$ cat src/rtl/regfile_wb_arbiter.sv
// Register-file writeback arbiter: ALU vs. buffered MDU results, with a starvation guard and MDU scoreboard.
// Optional WB_TRACE_EN prints every register-file write as "wb <alu|mdu> reg <rd> val <wData>".
module regfile_wb_arbiter #(
    parameter int STARVE_MAX = 4
) (
    input  logic        clk,
    input  logic        rst,
    input  logic        aluValid,
    input  logic [4:0]  aluRd,
    input  logic [31:0] aluData,
    output logic        aluHold,
    input  logic        mduValid,
    input  logic [4:0]  mduRd,
    input  logic [31:0] mduData,
    output logic        mduReady,
    input  logic        issueMdu,
    input  logic [4:0]  issueRd,
    input  logic [4:0]  rs1,
    input  logic [4:0]  rs2,
    input  logic [4:0]  idRd,
    output logic        stall,
    output logic [4:0]  rd,
    output logic [31:0] wData,
    output logic        regWr
);

    localparam logic [4:0] STARVE_LIM = 5'(STARVE_MAX);

    logic [4:0]  fifo_rd   [2];
    logic [31:0] fifo_data [2];
    logic        wr_ptr;
    logic        rd_ptr;
    logic [1:0]  count;
    logic [1:0]  count_nxt;
    logic        fifo_empty;
    logic        fifo_full;

    logic [4:0]  starve_cnt;
    logic [4:0]  starve_nxt;
    logic [31:0] pending;
    logic [31:0] pending_nxt;

    logic        alu_win;
    logic        mdu_win;
    logic        win_any;
    logic        push;
    logic        pop;
    logic [4:0]  head_rd;
    logic [31:0] head_data;
    logic [4:0]  win_rd;
    logic [31:0] win_data;

    always_comb begin
        fifo_empty = (count == 2'd0);
        fifo_full  = (count == 2'd2);
        head_rd    = fifo_rd[rd_ptr];
        head_data  = fifo_data[rd_ptr];

        // Reset forces the handshake/hazard outputs to their idle values regardless of stale state.
        mduReady = rst | ~fifo_full;
        aluHold  = ~rst & ~fifo_empty & (starve_cnt == STARVE_LIM);

        alu_win = aluValid & ~aluHold;
        mdu_win = ~alu_win & ~fifo_empty;
        win_any = alu_win | mdu_win;
        push    = mduValid & mduReady;
        pop     = mdu_win;

        win_rd   = aluRd;
        win_data = aluData;
        if (mdu_win) begin
            win_rd   = head_rd;
            win_data = head_data;
        end

        count_nxt = count + {1'b0, push} - {1'b0, pop};

        starve_nxt = 5'd0;
        if (alu_win && !fifo_empty) begin
            starve_nxt = starve_cnt + 5'd1;
        end

        // Clear before set so an issue to the same register in the retiring cycle stays pending.
        pending_nxt = pending;
        if (mdu_win) begin
            pending_nxt[head_rd] = 1'b0;
        end
        if (issueMdu && (issueRd != 5'd0)) begin
            pending_nxt[issueRd] = 1'b1;
        end
        pending_nxt[0] = 1'b0;

        stall = ~rst & (pending[rs1] | pending[rs2] | pending[idRd]);
    end

    always_ff @(posedge clk) begin
        if (rst) begin
            wr_ptr     <= 1'b0;
            rd_ptr     <= 1'b0;
            count      <= 2'd0;
            starve_cnt <= 5'd0;
            pending    <= 32'd0;
            rd         <= 5'd0;
            wData      <= 32'd0;
            regWr      <= 1'b0;
        end else begin
            if (push) begin
                wr_ptr <= ~wr_ptr;
            end
            if (pop) begin
                rd_ptr <= ~rd_ptr;
            end
            count      <= count_nxt;
            starve_cnt <= starve_nxt;
            pending    <= pending_nxt;
            regWr      <= win_any && (win_rd != 5'd0);
            if (win_any) begin
                rd    <= win_rd;
                wData <= win_data;
            end
        end
    end

    // Entry storage needs no reset: occupancy alone decides what is valid.
    always_ff @(posedge clk) begin
        if (!rst && push) begin
            fifo_rd[wr_ptr]   <= mduRd;
            fifo_data[wr_ptr] <= mduData;
        end
    end

`ifdef WB_TRACE_EN
    logic wr_src_mdu;

    always_ff @(posedge clk) begin
        if (rst) begin
            wr_src_mdu <= 1'b0;
        end else if (win_any) begin
            wr_src_mdu <= mdu_win;
        end
    end

    always_ff @(posedge clk) begin
        if (regWr) begin
            $write("wb %s reg %0d val %08h\n", wr_src_mdu ? "mdu" : "alu", rd, wData);
        end
    end
`endif

endmodule

$ cat config.mk
export PLATFORM = sky130hd
export DESIGN_NAME = regfile_wb_arbiter
export DESIGN_NICKNAME = d
export VERILOG_FILES = /design/src/rtl/regfile_wb_arbiter.sv
export SDC_FILE = /design/constraint.sdc
export NUM_CORES = 1
export LEC_CHECK = 0
export CAP_MARGIN = 15
export CORE_MARGIN = 3
export CORE_UTILIZATION = 53
export CTS_BUF_LIST = sky130_fd_sc_hd__clkbuf_4 sky130_fd_sc_hd__clkbuf_8
export DETAILED_ROUTE_END_ITERATION = 16
export PLACE_DENSITY = 0.82
export REMOVE_ABC_BUFFERS = 1
export SYNTH_ARGS = -nofsm -noshare
export SYNTH_HDL_FRONTEND = slang
export SYNTH_SLANG_ARGS = --single-unit
export TNS_END_PERCENT = 5
$ cat constraint.sdc
create_clock -name clk -period 5.7 [get_ports clk]
set_input_delay 1.14 -clock clk [delete_from_list [all_inputs] [get_ports clk]]
set_output_delay 1.14 -clock clk [all_outputs]
set_load 0.01 [all_outputs]
# [Word-level counts from Yosys, hierarchy flattened]
# Memories as Yosys holds them, arrays and structs flattened. A register that Yosys moved wholly into a read port is not among the register bits.
# Index checks and enable logic that the tools add are counted.
[totals] out_inout_bits=41 ramBits=74 word_cells=76 latchBits=0 input_bits=99 register_bits=79 memories=2 rom_bits=0
[classes] reduce_logical=12 n_lt_le_gt_ge=7 n_addsub=3 n_bitwise=21 n_eq_ne=2 div_mod_pow=0 n_shift=0 n_mul=0 muxes=20
[mem_list] memory="fifo_data" words=2 word_bits=32 read_ports=1 rd_clocked_by_memory_dff=1 wr=1 line="30" rtl="logic [31:0] fifo_data [2];"
[mem_list] memory="fifo_rd" words=2 word_bits=5 read_ports=1 rd_clocked_by_memory_dff=1 wr=1 line="29" rtl="logic [4:0] fifo_rd [2];"
[op_table] op="32-bit two-way mux" count=3
[op_table] op="32-bit AND" count=1
[op_table] op="32-bit NOT" count=1
[op_table] op="32-bit OR" count=1
[op_table] op="5-bit by 6-bit less-than comparator with 1-bit output, second input constant" count=5
[op_table] op="1-bit binary-select mux with 5-bit select" count=3
[op_table] op="1-bit two-way mux" count=11
[op_table] op="1-bit demux with 5-bit select" count=2
[op_table] op="5-bit by 1-bit greater-or-equal comparator with 1-bit output, second input constant" count=2
[op_table] op="5-bit nonzero test" count=2
[op_table] op="1-bit NOT" count=8
[op_table] op="1-bit AND" count=6
[op_table] op="1-bit logical AND" count=6
[op_table] op="5-bit by 1-bit adder with 5-bit output, second input constant" count=1
[op_table] op="5-bit by 3-bit equality test with 1-bit output, second input constant" count=1
[op_table] op="5-bit two-way mux" count=1
[op_table] op="1-bit OR" count=4
[op_table] op="2-bit by 1-bit adder with 2-bit output" count=1
[op_table] op="2-bit equality test, second input constant" count=1
[op_table] op="1-bit zero test" count=2
[op_table] op="2-bit zero test" count=1
[op_table] op="2-bit OR reduction" count=1
[op_table] op="2-bit by 1-bit subtractor with 2-bit output" count=1

# [Longest topological paths before layout]
# Gate-level depths: netlist (run 1).
[logic_depth] depth_word=11 ltp_mapped=13

# [Least setup slack after synthesis (run 1)]
# OpenSTA, ideal clock, no wires.
[synth_timing] kind="in2reg" startpoint="input rst" endpoint="memory fifo_data[1][0] (enable)" path_buffers=1 arrival_ps=4509 required_ps=5215 path_slack_ps=706 stages=4 path_cell_list="clkbuf_1 -> or3b_2 -> nand2_1 -> nor3b_1"
[synth_between] elab_chain_len=5
[synth_lines] element="from (decl)" line="7" rtl="input logic rst,"
[synth_lines] element="1-bit OR" line="60" rtl="mduReady = rst | ~fifo_full;"
[synth_lines] element="named net mduReady" line="15" rtl="output logic mduReady,"
[synth_lines] element="1-bit AND" line="66" rtl="push = mduValid & mduReady;"
[synth_lines] element="1-bit logical AND" line="126" rtl="if (!rst && push) begin"
[synth_lines] element="1-bit two-way mux" line="126"
[synth_lines] element="1-bit two-way mux (not written as such)" line="128" rtl="fifo_data[wr_ptr] <= mduData;"
[synth_lines] element="to (decl)" line="30"
# The timed path passes the listed nets, and every way through them passes these cells.

# [Worst setup path in the final report (run 1)]
[layout_timing] startpoint="input rs1[0]" endpoint="output stall"
[layout_between] elab_chain_len=5
[layout_lines] element="from (decl)" line="18" rtl="input logic [4:0] rs1,"
[layout_lines] element="1-bit binary-select mux with 5-bit select" line="93" rtl="stall = ~rst & (pending[rs1] | pending[rs2] | pending[idRd]);"
[layout_lines] element="1-bit two-way mux (not written as such)" line="93"
[layout_lines] element="1-bit OR (2 in series)" line="93"
[layout_lines] element="1-bit AND" line="93"
[layout_lines] element="to (decl)" line="21" rtl="output logic stall,"
# Every way passes these cells. The select of a mux whose other input is x is not followed.

==> impl_metrics.yaml, run 1 <==
route:
  drtAntennaViolNets: 0
  wl_um: 17700
  wl_per_cell_um: 19.6
  first_iter_violations: 475
  drc: 0
  viasPerCell: 6.00
  vias: 5415
  dr.pass1.iters: 7
synth:
  ys_seq_area_share_pct: 55.8
  yosysTopAreaCellShare_pct: 32.6
  yosys-top-cells-count: "nand2_1 (89), dfxtp_1 (79), edfxtp_1 (74)"
  synth_top_cell_by_area: "edfxtp_1"
  synth_cells: 600
  yosysWarnings: 0
  synth_compound_area_share_pct: 13.1
  netlist_area_um2: 6820
  synth.most_common_cell: "nand2_1"
  synth_enable_flop_cells: 74
  syn_area_per_cell_um2: 11.4
  synthMuxAreaShare_pct: 14.5
  synth_fa_ha_area_share_pct: 0.734
  synth-xor-area-share_pct: 0.899
  synthArstFlopShare_pct: 0
  synth_simple_gate_area_share_pct: 11.7
  synth_cell_types: 48
  synth_area_leaders: "edfxtp_1 (33%), dfxtp_1 (23%), nand2_1 (4.9%)"
  ys.flop_type: "dfxtp_1"
  synth_top_family_by_area: "multiplexers"
  ys_ff_latch: 153
timing:
  relSlewSlack_pct: 28.6
  grt_setup_unrepaired: "no"
  hold_viol_final: 0
  tightestPinTransition_ns: 1.07
  finalCritPeriodShare_pct: 83.4
  period_needed_ns: 4.75
  max_freq_mhz: 210
  fin_skew_ns: 0.0128
  slew_violations: 0
  setup_viol_count_final: 0
  tns_ns: 0
clocking:
  cts.sinks: 153
  cts_tree: "built"
  post-cts-setup-buffers: 0
  cts_htree_levels: 4
  cts-root-buf: "clkbuf_8"
  postCtsResizedCells: 0
  clk_path_buf_depth: 2
  clk_pin_slew_worst_paths_ns: 0.08
  clk_latency_ns: 0.45
  cts_made_buffers: 17
  hold_buffers: 0
outcome:
  outcome: "finished, final reports clean"
global_routing:
  grt_pass1_wl_um: 28300
  grt-ovfl-total: 0
  antenna_found_initial: 0
  grt_start_max_net_pins: 81
  grt_pass1_vias: 5417
  grt_use_total_pct: 25.3
worst_setup_path:
  slowest_delay_ns: 0.72
  cp_top_family: "buffers and inverters"
  crit_path_end_kind: "output pin"
  crit_arrival_ns: 3.61
  crit_chain: "clkdlybuf4s50_1, mux4_1, mux2i_1, mux2i_1, a221oi_2, a31oi_1, clkdlybuf4s50_1"
  cp_num_buf_inv: 2
  crit_fanout: 9
  critical_path_class: "in2out"
  slowest_stage: "clkdlybuf4s50_1"
  cp.required_ns: 4.56
  cp-start-kind: "input pin"
die:
  fp.dieW_um: 119
  core-area_um2: 12300
  rows: 40
  dieArea_um2: 14300
  die_h_um: 119
  start_util_pct: 55.4
  io_pins: 140
power:
  power.static_leakage_nw: 2.95
  p_total_mw: 2.93
  vdd.ir_drop.worst_mv: 0.250
  power.density_nw_per_um2: 336
layout:
  antenna_cells: 0
  layout-drive-gt1-share_pct: 11.3
  syn_to_final_growth_pct: 27.7
  layout.nets: 825
  multi_input_area_um2: 2810
  fillers: 875
  final-seq-area_um2: 3800
  fin_util_pct: 70.8
job:
  maxCapViolCount: 0
placed_design:
  gp_congestion: 1.01
  io_buffers: 139
  hpwl_um: 12400
hold_path:
  hold_path_class: "reg2reg"
## registers in the layout (all words and copies together), names as in the netlist, named ones only
register,cells
count,2
fifo_data,64
fifo_rd,10
pending,31
rd,5
rd_ptr,1
regWr,1
starve_cnt,5
wData,32
wr_ptr,1
## report_power, final
group	leakage [nW]	internal, mW	switching [mW]	total (mW)
clock	0.212	0.454	0.413	0.868
sequential	1.33	1.26	0.0917	1.35
combinational	1.42	0.345	0.363	0.708
total	2.95	2.06	0.868	2.93
## worst reg2reg max path: stages (launching register included)
cell       delay [ns]
dfxtp_1          0.34
inv_1            0.07
ha_1             0.16
nand4bb_1        0.24
o21ai_2          0.59
nand2_1          0.50
inv_1            0.51
ha_1             0.33
inv_1            0.06
ha_1             0.14
xor2_1           0.17
xnor2_1          0.13
nor2_1           0.05
## cells in the final DEF, fill, tap and decap left out, types with 5 or more instances in the layout
cell / n
a21oi_1: 64
buf_4: 6
clkbuf_8: 18
clkdlybuf4s50_1: 138
dfxtp_1: 78
edfxtp_1: 74
inv_1: 7
mux2_2: 20
mux2i_1: 31
mux4_1: 6
mux4_2: 13
nand2_1: 89
nand2b_1: 5
nand3_1: 9
nand4_1: 11
nor2_1: 24
nor2b_1: 9
nor3_1: 5
o211ai_1: 21
o21ai_0: 31
o221ai_1: 12
## through the flow
step,hold slack [ns],area (um^2),setup WS [ns],cells
2_1_floorplan,0.430,6620,1.06,558
3_3_place_gp,0.439,8290,0.954,871
3_5_place_dp,0.451,8290,0.937,871
4_1_cts,0.462,8710,0.932,903
5_1_grt,0.476,8710,0.805,903
6_report,0.459,8710,0.947,903
## worst paths after layout
kind | from | end | slack (ns) | depth (start not counted)
worst min-delay path | wData[11] | wData[11] | 0.46 | 2
worst max register to register | starve_cnt[0] | count[1] | 2.27 | 12
worst min register to register | wData[11] | wData[11] | 0.46 | 2
worst max-delay path | rs1[0] | stall | 0.95 | 7
## final cells by class
cell class | count | area share (%)
inverter | 7 | 0.302
clock buffer | 19 | 2.93
timing repair buffer | 145 | 16.4
multi-input combinational | 398 | 32.3
clock inverter | 13 | 1.95
sequential | 153 | 43.7
tap | 168 | 2.41
## per-layer routing
| layer | part of all wire (%) | routed length [um] | global-route usage (%) | vias to the layer above |
|---|---|---|---|---|
| li1 | - | - | - | 2498 |
| met1 | 39 | 6910 | 32.3 | 2611 |
| met2 | 49 | 8700 | 41.3 | 278 |
| met3 | 9.9 | 1750 | 8.26 | 28 |
| met4 | 1.8 | 320 | 7.95 | 0 |
| met5 | 0 | 0 | 0 | - |
## logic make-up after synthesis
group           after synthesis
simple gates                173
compound gates              144
fa+ha+maj                     4
mux                          70
flops                       153
buf+inv                      49
xor+xnor                      7
Note: power is estimated with default switching activity, not from simulation.
==> run 2: changes to the inputs <==
- CORE_UTILIZATION: 53 -> 48
- PLACE_DENSITY: 0.82 -> 0.79
- clock period: 5.7 -> 4.2 ns (I/O delays scaled with it)
==> impl_metrics.yaml, run 2 (synthesis results as in run 1) <==
worst_setup_path:
  slowest_stage: "clkdlybuf4s50_1"
  crit_chain: "clkdlybuf4s50_1, mux2_2, a221oi_1, a2111oi_0, nor4_1, a31oi_1, clkdlybuf4s50_1"
  crit_fanout: 9
  critPathMostFrequentCell: "clkdlybuf4s50_1"
  cp.required_ns: 3.36
  timing.rr.start: "starve_cnt[0]"
  cp-start-kind: "input pin"
  r2r_cells: 12
  rrSetupSlack_ns: 1.24
  critical_path_class: "in2out"
  slowest_delay_ns: 0.70
  crit_path_end_kind: "output pin"
  rr_endpoint: "count[1]"
  crit_arrival_ns: 3.11
layout:
  layout.nets: 832
  syn_to_final_growth_pct: 28.9
  largest_reg_flops: 64
  final_common_cell: "clkdlybuf4s50_1"
  largest-register: "fifo_data"
  finalNonFillerCells: 918
  layout-drive-gt1-share_pct: 12.1
  fin_area_um2: 8790
  antenna_cells: 0
  final_cell_mix: "clkdlybuf4s50_1 (136), nand2_1 (89), dfxtp_1 (78)"
  top_regs: "fifo_data: 64 flops, wData: 32 flops, pending: 31 flops"
clocking:
  post-cts-setup-buffers: 0
  cts_htree_levels: 4
  clk_pin_slew_worst_paths_ns: 0.08
  cts_made_buffers: 17
  cts-root-buf: "clkbuf_8"
  cts.sinks: 153
  clk_latency_ns: 0.45
  clk_path_buf_depth: 2
  hold_buffers: 0
  cts_tree: "built"
outcome:
  outcome: "finished, final reports clean"
global_routing:
  grt_start_max_net_pins: 49
  antenna_found_initial: 0
  grt-ovfl-total: 0
  grt_pass1_vias: 5624
  grt_pass1_wl_um: 28600
  grt_use_total_pct: 22.9
power:
  vdd.ir_drop.worst_mv: 0.287
  power.static_leakage_nw: 2.99
  power.density_nw_per_um2: 453
timing:
  tightestPinTransition_ns: 0.824
  period_needed_ns: 3.95
  tns_ns: 0
  finalCritPeriodShare_pct: 94.0
  fin_skew_ns: 0.0111
  relSlewSlack_pct: 44.6
  hold_viol_final: 0
  grt_setup_unrepaired: "no"
  max_freq_mhz: 253
  slew_violations: 0
  fin_ws_ns: 0.251
  setup_viol_count_final: 0
route:
  wl_per_cell_um: 19.4
  dr.pass1.iters: 8
  wl_um: 17800
  vias: 5421
  drtAntennaViolNets: 0
  first_iter_violations: 358
  drc: 0
  viasPerCell: 5.91
placed_design:
  gp_congestion: 0.942
  hpwl_um: 12800
  dp.cells: 886
  io_buffers: 139
  place_ws_ns: -0.0185
  post_dp_cell_area_um2: 8360
die:
  core-area_um2: 13600
  io_pins: 140
  fp.dieW_um: 125
  die_h_um: 125
  start_util_pct: 50.3
  dieArea_um2: 15700
  rows: 42
hold_path:
  hold_path_class: "reg2reg"
  hold_start: "wData[28]"
  whs_path_depth: 2
  holdPathEnd: "wData[28]"
job:
  maxCapViolCount: 0
-- run 2: power breakdown --
group          internal, mW  leakage [nW]  switching (mW)
registers              1.71          1.33           0.104
logic                 0.476          1.46           0.516
clock network         0.631         0.202           0.549
total                  2.82          2.99            1.17
-- run 2: how the worst max path moves through the flow --
stage	from	end	slack (ns)	cells after the start
after floorplan	rst	fifo_data[1][0]	-0.14	3
after global placement	rs1[0]	stall	0.01	7
after detailed placement	rs1[0]	stall	-0.02	7
after CTS	idRd[1]	stall	0.16	7
after global routing	rs2[1]	stall	0.02	7
final	rs2[1]	stall	0.25	7
-- run 2: timing repair --
action | in CTS | in global routing
gates resized for setup | 1 | 1
cloned | 0 | 0
setup endpoints to repair | 1 | 1
-- run 2: layer usage --
| layer | global-route usage, % | share of wire (%) | vias up |
|---|---|---|---|
| met1 | 28.3 | 40 | 2623 |
| met4 | 9.25 | 2.6 | 0 |
| met5 | 0 | 0 | - |
| li1 | - | - | 2510 |
| met3 | 6.82 | 8.0 | 40 |
| met2 | 38.0 | 49 | 248 |
-- run 2: metrics by stage --
step | total power, mW | utilization (%) | hold WS, ns
after floorplan | 2.36 | - | 0.430
after global placement | 2.81 | 61.7 | 0.441
after detailed placement | 2.84 | 61.7 | 0.448
after CTS | 4.01 | 64.8 | 0.454
after global routing | 4.17 | 64.9 | 0.472
final | 3.99 | 64.9 | 0.453
-- run 2: critical path: cells and delay by family --
kind                   cells  cell delay (ns)
buffers and inverters      2             1.22
AO/OA/AOI/OAI              3             0.43
multiplexers               1             0.38
AND/OR/NAND/NOR            1             0.23
-- run 2: layout make-up --
class                           instances  area (um^2)
Fill cell                            1033         4760
Sequential cell                       153         3800
Multi-Input combinational cell        398         2810
Timing Repair Buffer                  152         1500
Clock buffer                           20          269
Tap cell                              176          220
Clock inverter                         12          163
Inverter                                7         26.3
==> run 3: changes to the inputs <==
- CAP_MARGIN: 15 -> 30
==> results of run 3 <==
Final layout, timing and power as in run 2 (identical DEF).
